### src/rtl/alu_seq_pkg.sv
// Shared types for the ALU operand sequencer: FSM states, B-operand shift codes
// and the opcodes understood by the downstream 16-bit ALU.
package alu_seq_pkg;

  typedef enum logic [2:0] {
    IDLE = 3'd0,
    RDA  = 3'd1,
    RDB  = 3'd2,
    EXEC = 3'd3,
    WB   = 3'd4
  } state_e;

  typedef enum logic [1:0] {
    SH_NONE = 2'b00,
    SH_SHL  = 2'b01,
    SH_LSR  = 2'b10,
    SH_ASR  = 2'b11
  } shift_e;

  typedef enum logic [1:0] {
    OP_ADD = 2'b00,
    OP_SUB = 2'b01,
    OP_AND = 2'b10,
    OP_NOT = 2'b11
  } alu_op_e;

endpackage

### src/rtl/alu_operand_sequencer_if.sv
// Command/response bundle between a command issuer (master) and the sequencer (slave).
interface alu_operand_sequencer_if #(
  parameter int DATA_W = 16,
  parameter int REG_AW = 3
);
  logic              start;
  logic              busy;
  logic              done;
  logic [1:0]        op;
  logic [REG_AW-1:0] rn;
  logic [REG_AW-1:0] rm;
  logic [REG_AW-1:0] rd;
  logic [1:0]        shift;
  logic              use_imm;
  logic [DATA_W-1:0] imm;
  logic              wb_en;
  logic [DATA_W-1:0] result;
  logic [2:0]        status;

  modport master (
    output start, op, rn, rm, rd, shift, use_imm, imm, wb_en,
    input  busy, done, result, status
  );

  modport slave (
    input  start, op, rn, rm, rd, shift, use_imm, imm, wb_en,
    output busy, done, result, status
  );
endinterface

### src/rtl/regfile_8x16.sv
// Register file with one shared operand read port, one debug read port and one
// synchronous write port; all entries clear on reset.
module regfile_8x16 #(
  parameter int DATA_W = 16,
  parameter int NREGS  = 8,
  parameter int REG_AW = 3
) (
  input  logic              clk,
  input  logic              reset,
  input  logic              we,
  input  logic [REG_AW-1:0] waddr,
  input  logic [DATA_W-1:0] wdata,
  input  logic [REG_AW-1:0] raddr,
  output logic [DATA_W-1:0] rdata,
  input  logic [REG_AW-1:0] dbg_addr,
  output logic [DATA_W-1:0] dbg_data
);

  logic [DATA_W-1:0] regs [NREGS];

  always_ff @(posedge clk or posedge reset) begin
    if (reset) begin
      for (int i = 0; i < NREGS; i++) regs[i] <= '0;
    end else if (we) begin
      regs[waddr] <= wdata;
    end
  end

  assign rdata    = regs[raddr];
  assign dbg_data = regs[dbg_addr];

endmodule

### src/rtl/alu_operand_sequencer.sv
// Multi-cycle feeder for the 16-bit ALU: reads Rn/Rm (or imm) into A/B, captures
// the ALU result into C and flags into status, then writes C back to Rd.
module alu_operand_sequencer
  import alu_seq_pkg::*;
#(
  parameter int DATA_W = 16,
  parameter int NREGS  = 8,
  parameter int REG_AW = 3
) (
  input  logic                    clk,
  input  logic                    reset,
  alu_operand_sequencer_if.slave  cmd,
  output logic [DATA_W-1:0]       alu_ain,
  output logic [DATA_W-1:0]       alu_bin,
  output logic [1:0]              alu_op,
  input  logic [DATA_W-1:0]       alu_out,
  input  logic                    alu_z,
  input  logic                    alu_n,
  input  logic                    alu_v,
  input  logic [REG_AW-1:0]       dbg_addr,
  output logic [DATA_W-1:0]       dbg_data
);

  state_e            state_reg;
  alu_op_e           op_reg;
  shift_e            shift_reg;
  logic [REG_AW-1:0] rn_reg, rm_reg, rd_reg;
  logic              use_imm_reg, wb_en_reg;
  logic [DATA_W-1:0] imm_reg;
  logic [DATA_W-1:0] a_reg, b_reg, c_reg;
  logic [2:0]        status_reg;
  logic              busy_reg, done_reg;

  logic [REG_AW-1:0] rf_raddr;
  logic [DATA_W-1:0] rf_rdata;
  logic [DATA_W-1:0] b_shifted;
  logic              rf_we;

  // The single operand read port serves Rn in RDA and Rm in RDB.
  assign rf_raddr = (state_reg == RDA) ? rn_reg : rm_reg;
  assign rf_we    = (state_reg == WB) && wb_en_reg;

  regfile_8x16 #(
    .DATA_W (DATA_W),
    .NREGS  (NREGS),
    .REG_AW (REG_AW)
  ) u_regfile (
    .clk      (clk),
    .reset    (reset),
    .we       (rf_we),
    .waddr    (rd_reg),
    .wdata    (c_reg),
    .raddr    (rf_raddr),
    .rdata    (rf_rdata),
    .dbg_addr (dbg_addr),
    .dbg_data (dbg_data)
  );

  always_comb begin
    b_shifted = rf_rdata;
    case (shift_reg)
      SH_SHL:  b_shifted = {rf_rdata[DATA_W-2:0], 1'b0};
      SH_LSR:  b_shifted = {1'b0, rf_rdata[DATA_W-1:1]};
      SH_ASR:  b_shifted = {rf_rdata[DATA_W-1], rf_rdata[DATA_W-1:1]};
      default: b_shifted = rf_rdata;
    endcase
  end

  always_ff @(posedge clk or posedge reset) begin
    if (reset) begin
      state_reg   <= IDLE;
      op_reg      <= OP_ADD;
      shift_reg   <= SH_NONE;
      rn_reg      <= '0;
      rm_reg      <= '0;
      rd_reg      <= '0;
      use_imm_reg <= 1'b0;
      wb_en_reg   <= 1'b0;
      imm_reg     <= '0;
      a_reg       <= '0;
      b_reg       <= '0;
      c_reg       <= '0;
      status_reg  <= '0;
      busy_reg    <= 1'b0;
      done_reg    <= 1'b0;
    end else begin
      done_reg <= 1'b0;
      case (state_reg)
        IDLE: begin
          if (cmd.start) begin
            op_reg      <= alu_op_e'(cmd.op);
            shift_reg   <= shift_e'(cmd.shift);
            rn_reg      <= cmd.rn;
            rm_reg      <= cmd.rm;
            rd_reg      <= cmd.rd;
            use_imm_reg <= cmd.use_imm;
            imm_reg     <= cmd.imm;
            wb_en_reg   <= cmd.wb_en;
            busy_reg    <= 1'b1;
            state_reg   <= RDA;
          end
        end
        RDA: begin
          a_reg     <= rf_rdata;
          state_reg <= RDB;
        end
        RDB: begin
          b_reg     <= use_imm_reg ? imm_reg : b_shifted;
          state_reg <= EXEC;
        end
        EXEC: begin
          c_reg <= alu_out;
          // Only subtract (compare) commands update the flags.
          if (op_reg == OP_SUB) status_reg <= {alu_z, alu_n, alu_v};
          done_reg  <= 1'b1;
          state_reg <= WB;
        end
        WB: begin
          busy_reg  <= 1'b0;
          state_reg <= IDLE;
        end
        default: begin
          busy_reg  <= 1'b0;
          state_reg <= IDLE;
        end
      endcase
    end
  end

  assign alu_ain    = a_reg;
  assign alu_bin    = b_reg;
  assign alu_op     = op_reg;
  assign cmd.result = c_reg;
  assign cmd.status = status_reg;
  assign cmd.busy   = busy_reg;
  assign cmd.done   = done_reg;

endmodule

### src/flat_wrapper.sv
// flat-port wrapper written by rule: the top's interface ports become plain ports
module alu_operand_sequencer_flat import alu_seq_pkg::*;
#(
  parameter int DATA_W = 16,
  parameter int NREGS  = 8,
  parameter int REG_AW = 3
)
  (clk, reset, alu_ain, alu_bin, alu_op, alu_out, alu_z, alu_n, alu_v, dbg_addr, dbg_data, cmd_start, cmd_op, cmd_rn, cmd_rm, cmd_rd, cmd_shift, cmd_use_imm, cmd_imm, cmd_wb_en, cmd_busy, cmd_done, cmd_result, cmd_status);
  alu_operand_sequencer_if #(.DATA_W(DATA_W), .REG_AW(REG_AW)) cmd_i ();
  input  logic clk;
  input  logic reset;
  output logic [DATA_W-1:0] alu_ain;
  output logic [DATA_W-1:0] alu_bin;
  output logic [1:0] alu_op;
  input  logic [DATA_W-1:0] alu_out;
  input  logic alu_z;
  input  logic alu_n;
  input  logic alu_v;
  input  logic [REG_AW-1:0] dbg_addr;
  output logic [DATA_W-1:0] dbg_data;
  input wire logic [$bits(cmd_i.start)-1:0] cmd_start;
  input wire logic [$bits(cmd_i.op)-1:0] cmd_op;
  input wire logic [$bits(cmd_i.rn)-1:0] cmd_rn;
  input wire logic [$bits(cmd_i.rm)-1:0] cmd_rm;
  input wire logic [$bits(cmd_i.rd)-1:0] cmd_rd;
  input wire logic [$bits(cmd_i.shift)-1:0] cmd_shift;
  input wire logic [$bits(cmd_i.use_imm)-1:0] cmd_use_imm;
  input wire logic [$bits(cmd_i.imm)-1:0] cmd_imm;
  input wire logic [$bits(cmd_i.wb_en)-1:0] cmd_wb_en;
  output wire logic [$bits(cmd_i.busy)-1:0] cmd_busy;
  output wire logic [$bits(cmd_i.done)-1:0] cmd_done;
  output wire logic [$bits(cmd_i.result)-1:0] cmd_result;
  output wire logic [$bits(cmd_i.status)-1:0] cmd_status;
  assign cmd_i.start = cmd_start;
  assign cmd_i.op = cmd_op;
  assign cmd_i.rn = cmd_rn;
  assign cmd_i.rm = cmd_rm;
  assign cmd_i.rd = cmd_rd;
  assign cmd_i.shift = cmd_shift;
  assign cmd_i.use_imm = cmd_use_imm;
  assign cmd_i.imm = cmd_imm;
  assign cmd_i.wb_en = cmd_wb_en;
  assign cmd_busy = cmd_i.busy;
  assign cmd_done = cmd_i.done;
  assign cmd_result = cmd_i.result;
  assign cmd_status = cmd_i.status;
  alu_operand_sequencer #(.DATA_W(DATA_W), .NREGS(NREGS), .REG_AW(REG_AW)) u_core (.clk(clk), .reset(reset), .cmd(cmd_i), .alu_ain(alu_ain), .alu_bin(alu_bin), .alu_op(alu_op), .alu_out(alu_out), .alu_z(alu_z), .alu_n(alu_n), .alu_v(alu_v), .dbg_addr(dbg_addr), .dbg_data(dbg_data));
endmodule
### config.mk
export PLATFORM = sky130hd
export DESIGN_NAME = alu_operand_sequencer_flat
export DESIGN_NICKNAME = d
export VERILOG_FILES = /design/src/rtl/alu_seq_pkg.sv /design/src/rtl/alu_operand_sequencer_if.sv /design/src/rtl/regfile_8x16.sv /design/src/rtl/alu_operand_sequencer.sv /design/src/flat_wrapper.sv
export SDC_FILE = /design/constraint.sdc
export NUM_CORES = 1
export LEC_CHECK = 0
export BUFFER_PORTS_ARGS = -buffer_cell sky130_fd_sc_hd__buf_4
export CAP_MARGIN = 10
export CORE_MARGIN = 2
export CORE_UTILIZATION = 55
export CTS_CLUSTER_DIAMETER = 40
export DETAILED_ROUTE_END_ITERATION = 10
export GPL_TIMING_DRIVEN = 0
export PLACE_DENSITY = 0.76
export SETUP_SLACK_MARGIN = 0.2
export SLEW_MARGIN = 20
export SYNTH_ARGS = -nofsm -noshare
export SYNTH_HDL_FRONTEND = slang
export SYNTH_SLANG_ARGS = --single-unit
### constraint.sdc
create_clock -name clk -period 11.4 [get_ports clk]
set_input_delay 0.57 -clock clk [delete_from_list [all_inputs] [get_ports clk]]
set_output_delay 0.57 -clock clk [all_outputs]
set_load 0.05 [all_outputs]
==> results of run 1 <==
-- stage by stage --
stage / power [uW] / hold slack, ns
final: 4687 / 0.1968
after global routing: 4888 / 0.2019
after CTS: 4661 / 0.1938
after detailed placement: 3646 / 0.4818
after global placement: 3586 / 0.4732
after floorplan: 2955 / 0.4714
-- critical path, cell delays in order --
cell and delay (ns):
clkbuf_1 0.35, clkbuf_1 0.65, clkbuf_1 0.76, mux4_2 0.44, mux2_2 0.30, buf_4 0.19
-- what timing repair did --
item | CTS | global route
hold endpoints to repair | 23 | 0
setup endpoints to repair | 0 | 0
hold buffers | 1 | 0
-- cells by family (layout without fill, tap and decap cells) --
family	after synthesis	count (layout)
compound gates	101	101
xor+xnor	1	1
buf+inv	73	257
flops	215	215
mux	302	302
simple gates	175	175
-- path summary, 6_finish.rpt --
check	endpoint	slack, ns	cells after the start
max reg2reg	u_core.alu_bin[6]	8.29	7
min	u_core.cmd.result[11]	0.20	3
min in group asynchronous	u_core.imm_reg[0]	0.54	3
max in group asynchronous	u_core.u_regfile.regs[10]	10.03	4
min reg2reg	u_core.alu_ain[10]	0.49	2
max	dbg_data[0]	7.55	6
-- placed cells by master (no fill, tap or decap), drive strengths merged, types with 5 or more instances in the layout --
cell type	Yosys	routed
dfrtp	215	215
mux2	182	182
buf	27	152
nand2	91	91
mux4	76	76
clkbuf	37	73
mux2i	44	44
nor2	34	34
o21ai	32	32
a21oi	17	17
nand3b	15	15
inv	8	12
clkinv	1	12
a31oi	10	10
a221oi	8	8
nor3	7	7
o221ai	6	6
nand3	5	5
a211oi	5	5
nand2b	5	5
bufinv	0	5
o22ai	5	5
nor3b	5	5
-- layer usage --
layer  routed length, um  up-vias  global-route usage (%)
met4                1312        0                   12.67
li1                    -     3604                       -
met2               15410      504                   48.01
met3                2965       87                   5.706
met1               13400     4348                   42.66
met5                   0        -                       0
-- power groups by stage --
stage,combinational [uW],sequential [uW],clock [uW]
floorplan,1310,1650,0
global placement,2180,1400,0
detailed placement,2220,1430,0
CTS,2240,1420,1000
global route,2370,1480,1040
finish,2250,1440,999
-- area by class of cell --
class                           count  area [sq um]  share of cell area [%]
Multi-Input combinational cell    579          5761                   41.45
Sequential cell                   215          5380                   38.71
Clock inverter                     22         289.0                   2.080
Buffer                             64         296.5                   2.134
Clock buffer                       36         804.5                   5.789
Timing Repair Buffer              126         988.4                   7.112
Tap cell                          270         337.8                   2.431
Inverter                            9         41.29                  0.2971
==> results.toml, run 1 <==
[synthesis]
syn_nets = 923
synth_top_area_share_pct = 46.90
synth_enable_flop_cells = 0
synthArstFlopShare_pct = 100.0
yosys.area.top_type = "dfrtp_1"
syn_area_per_cell_sq_um = 13.23
ys.warnings.count = 0
synthXorXnorAreaFrac_pct = 0.07635
synth_area_leaders = "dfrtp_1, mux2_2, mux4_2"
syn_area_sq_um = 11470
synthAdderAreaFrac_pct = 0
synth_compound_area_share_pct = 6.130
yosys_register_bits = 215
post_synth_most_frequent_cells = "dfrtp_1, mux2_2, nand2_1"
yosysSeqAreaShare_pct = 46.90
ys.flop_type = "dfrtp_1"
synthSimpleGateAreaFrac_pct = 7.243
yosysMostFrequentCell = "dfrtp_1"
ys_types = 57
synthMuxAreaShare_pct = 36.77
synth_top_family_by_area = "multiplexers"
netlist_instances = 867

[critical_path]
cp-start-kind = "primary input"
worstPathMaxFanout = 10
critPathKind = "primary input to output port"
rr_startpoint = "u_core.rm_reg[1]"
worst_setup_path_end_kind = "output port"
cp.required_ns = 10.83
cp-startpoint = "dbg_addr[1]"
cp.arrival_ns = 3.28

[grt]
track_usage_pct = 30.61
grt_pass1_wl_mm = 50.90
antenna_found_initial = 0
grt_max_degree = 107
grt_pass1_vias = 8622
overflow = 0

[power_and_ir_drop]
power.leakage_uw = 0.006366
pwr-share-clk_pct = 21.3
p_seq_share_pct = 30.7
power_density_nw_per_um2 = 337.2
intPower_uw = 2647
power.switching_uw = 2040
vdd_drop_max_v = 0.0001903
combPwrFrac_pct = 48.0
swShare_pct = 43.52

[die]
core_sq_um = 20360
die_height_um = 148.4
rows = 52
die-area_sq_um = 22030
start_util_pct = 56.33
io_pins = 127
die_w_um = 148.4

[route]
drt_wl_total_mm = 33.09
wire_per_inst_um = 25.05
drtPass1Iterations = 5
viasPerCell = 6.467
drc = 0
first_iter_violations = 843
drtAntennaViolNets = 0
num_vias = 8543

[layout]
diodes = 0
stdcell_count = 1321
area_growth_pct = 21.16
fin_nets = 1082
fin_area_sq_um = 13900
fill_cells = 1479
drive_gt1_share_pct = 45.39
top_register = "u_core.u_regfile.regs"
fin_util_pct = 68.25
largest_register_ffs = 128

[worst_hold_path]
min_from = "alu_out[11]"
hp-class = "primary input to flip-flop"

[cts]
htree_levels = 1
cts_tree = "built"
cts_buffers = 31
cts_root_buf = "clkbuf_16"
clk_path_buf_depth = 3
postCtsSetupBuffers = 0
clock-sinks = 215
cts_resized = 0
clk_latency_ns = 0.56
clkSlewWorstSetupHoldPaths_ns = 0.06

[sta]
maxSlewHeadroom_pct = 26.52
post-route-min-period_ns = 3.853
finalHoldViolCount = 0
timing.fmax_ghz = 0.2595
rsz0062_at_grt = "no"
setup_viol = 0
tightest_slew_ns = 1.102
fin_skew_ns = 0.008010
setup_tns_ns = 0
slew_viol_final = 0
post-route-period-util_pct = 33.80
fin_ws_ns = 7.547

[placement]
place.port_buffers = 123
dpl.cell_count = 1262
dpl.hpwl_mm = 22.41
place_area_sq_um = 12790
place.gp.congestion = 0.8948
pre_cts_slack_ns = 7.625

[run]
drv_cap = 0

[run_status]
outcome = "completed"
Power figures use the tool's default switching activity.
==> inputs of run 2 (changes only) <==
--- a/config.mk
+++ b/config.mk
@@ -8,11 +8,11 @@
 export BUFFER_PORTS_ARGS = -buffer_cell sky130_fd_sc_hd__buf_4
 export CAP_MARGIN = 10
 export CORE_MARGIN = 2
-export CORE_UTILIZATION = 55
+export CORE_UTILIZATION = 54
 export CTS_CLUSTER_DIAMETER = 40
 export DETAILED_ROUTE_END_ITERATION = 10
 export GPL_TIMING_DRIVEN = 0
-export PLACE_DENSITY = 0.76
+export PLACE_DENSITY = 0.77
 export SETUP_SLACK_MARGIN = 0.2
 export SLEW_MARGIN = 20
 export SYNTH_ARGS = -nofsm -noshare
==> constraint.sdc (replaced) <==
create_clock -name clk -period 3.3 [get_ports clk]
set_input_delay 0.165 -clock clk [delete_from_list [all_inputs] [get_ports clk]]
set_output_delay 0.165 -clock clk [all_outputs]
set_load 0.05 [all_outputs]
==> run 2 against run 1 <==
  * Hold slack improved by 0.011 ns
  * Total power increased to 3.5 times the previous value
  * Sequential power increased to 3.5 times the previous value
  * Critical path depth increased by 2
  * Worst setup slack got worse by 7.3 ns
  * Wire length increased by 3.8%
  * Sequential share of layout area decreased by 1.9 points
  * Cell area increased by 5.1%
  * Clock skew increased by 0.0061 ns
  * Flip-flop and latch count unchanged
  * First-iteration DRC count increased by 6.4%
  * Core utilization increased by 1.4 points
  * Critical path type is now flip-flop to flip-flop
==> results.toml, run 2 (synthesized netlist as in run 1, its figures left out) <==
[placement]
dpl.cell_count = 1272
place.gp.congestion = 0.8815
dpl.hpwl_mm = 22.92
place.port_buffers = 123
place_area_sq_um = 12890

[power_and_ir_drop]
vdd_drop_max_v = 0.0005125
power.leakage_uw = 0.006654
combPwrFrac_pct = 47.6
swShare_pct = 42.80
p_seq_share_pct = 30.0
intPower_uw = 9469
power_density_nw_per_um2 = 1134
power.switching_uw = 7084
pwr-share-clk_pct = 22.4

[grt]
grt_pass1_vias = 9074
antenna_found_initial = 0
overflow = 0
track_usage_pct = 31.28
grt_max_degree = 34
grt_pass1_wl_mm = 52.34

[layout]
largest_register_ffs = 128
fin_area_sq_um = 14600
stdcell_count = 1387
layout_commonest_cell = "dfrtp_1"
fin_nets = 1142
top_register = "u_core.u_regfile.regs"
fill_cells = 1438
area_growth_pct = 27.29
diodes = 0
drive_gt1_share_pct = 43.44
multi_input_area_sq_um = 5764
final-seq-area_sq_um = 5380
final_cell_mix = "dfrtp_1, mux2_2, buf_4"

[worst_hold_path]
hp-class = "primary input to async pin"

[critical_path]
endpoint = "u_core.alu_bin[1]"
r2r_cells = 8
critPathKind = "flip-flop to flip-flop"
rr_startpoint = "u_core.state_reg[1]"
cp-start-kind = "flip-flop"
rr_endpoint = "u_core.alu_bin[1]"
cp-startpoint = "u_core.state_reg[1]"
worst_setup_path_end_kind = "flip-flop"
cp.required_ns = 3.66
r2r_slack_ns = 0.22
cp.arrival_ns = 3.44
worstPathMaxFanout = 10

[die]
rows = 53
core_sq_um = 20960
die_height_um = 149.8
io_pins = 127
start_util_pct = 54.74
die-area_sq_um = 22430
die_w_um = 149.8

[run]
drv_cap = 0

[cts]
htree_levels = 2
clk_latency_ns = 0.50
clkSlewWorstSetupHoldPaths_ns = 0.06
cts_tree = "built"
clock-sinks = 215
cts_buffers = 35
clk_path_buf_depth = 3
cts_root_buf = "clkbuf_16"

[sta]
slew_viol_final = 0
post-route-min-period_ns = 3.083
setup_tns_ns = 0
setup_viol = 0
post-route-period-util_pct = 93.43
fin_skew_ns = 0.01407
maxSlewHeadroom_pct = 27.46
timing.fmax_ghz = 0.3244
finalHoldViolCount = 0
rsz0062_at_grt = "no"
tightest_slew_ns = 1.088

[route]
drtAntennaViolNets = 0
drtPass1Iterations = 6
drt_wl_total_mm = 34.35
wire_per_inst_um = 24.77
num_vias = 8800
drc = 0
viasPerCell = 6.345
first_iter_violations = 897

[run_status]
outcome = "completed"
## run 2: cell count changes in the layout (fill, tap and decap cells not counted), moves of 2 or more
| cell | delta |
|---|---|
| dlygate4sd3_1 | +51 |
| buf_12 | +6 |
| clkbuf_16 | +6 |
| clkinv_4 | -6 |
| clkbuf_1 | +5 |
| clkinvlp_4 | +4 |
| inv_6 | -3 |
| clkbuf_8 | +2 |
## run 2: worst min-delay path by stage
stage / endpoint / slack (ns) / cells past startpoint
2_1_floorplan: u_core.cmd.result[0] / 0.27 / 2
3_3_place_gp: u_core.cmd.result[2] / 0.35 / 3
3_5_place_dp: u_core.alu_ain[2] / 0.17 / 2
4_1_cts: u_core.alu_bin[5] / 0.21 / 3
5_1_grt: u_core.alu_bin[5] / 0.24 / 3
6_report: u_core.alu_bin[5] / 0.21 / 3
## run 2: layer usage
metal / global-route usage [%] / vias to the layer above / part of all wire, % / routed length, um
met5: 0 / - / 0 / 0
met4: 13.73 / 0 / 4.4 / 1515
met3: 7.287 / 117 / 10 / 3483
met2: 49.95 / 519 / 47 / 16000
met1: 41.32 / 4445 / 39 / 13350
li1: - / 3719 / - / -
## run 2: layout make-up
| type | count | share of cell area, % |
|---|---|---|
| inverter | 9 | 0.2571 |
| clock buffer | 49 | 6.855 |
| sequential | 215 | 36.85 |
| tap | 275 | 2.356 |
| clock inverter | 14 | 1.277 |
| timing repair buffer | 182 | 10.90 |
| multi-input combinational | 579 | 39.48 |
| buffer | 64 | 2.031 |
## run 2: power groups by stage
stage,sequential [uW],clock (uW),combinational [uW]
2_1_floorplan,5700,0,4510
3_3_place_gp,4850,0,7520
3_5_place_dp,4930,0,7670
4_1_cts,4910,3730,7790
5_1_grt,5100,3850,8270
6_report,4970,3700,7880
## run 2: worst max-delay path: stages, from the launching register on
cell,delay (ns)
dfrtp_1,0.35
buf_2,0.18
nand4bb_1,0.59
o21ai_2,0.38
buf_2,0.44
mux2i_1,0.46
mux2i_1,0.24
o221ai_1,0.24
a21oi_1,0.07
## run 2: what timing repair did
action,4_1_cts,5_1_grt
endpoints found under the setup margin,0,5
setup buffers,0,0
endpoints found under the hold margin,141,0
hold buffers,52,0
gates resized for setup,0,1
## run 2: per-stage QoR
| stage | utilization, % | total power, uW | setup WS (ns) | hold WS [ns] |
|---|---|---|---|---|
| final | 69.68 | 16550 | 0.2169 | 0.2081 |
| after global routing | 69.68 | 17220 | 0.2181 | 0.2420 |
| after CTS | 69.66 | 16430 | 0.3165 | 0.2124 |
| after detailed placement | 61.51 | 12600 | 0.3279 | 0.1745 |
| after global placement | 60.81 | 12370 | -0.9757 | 0.3543 |
| after floorplan | - | 10210 | 0.3369 | 0.2704 |
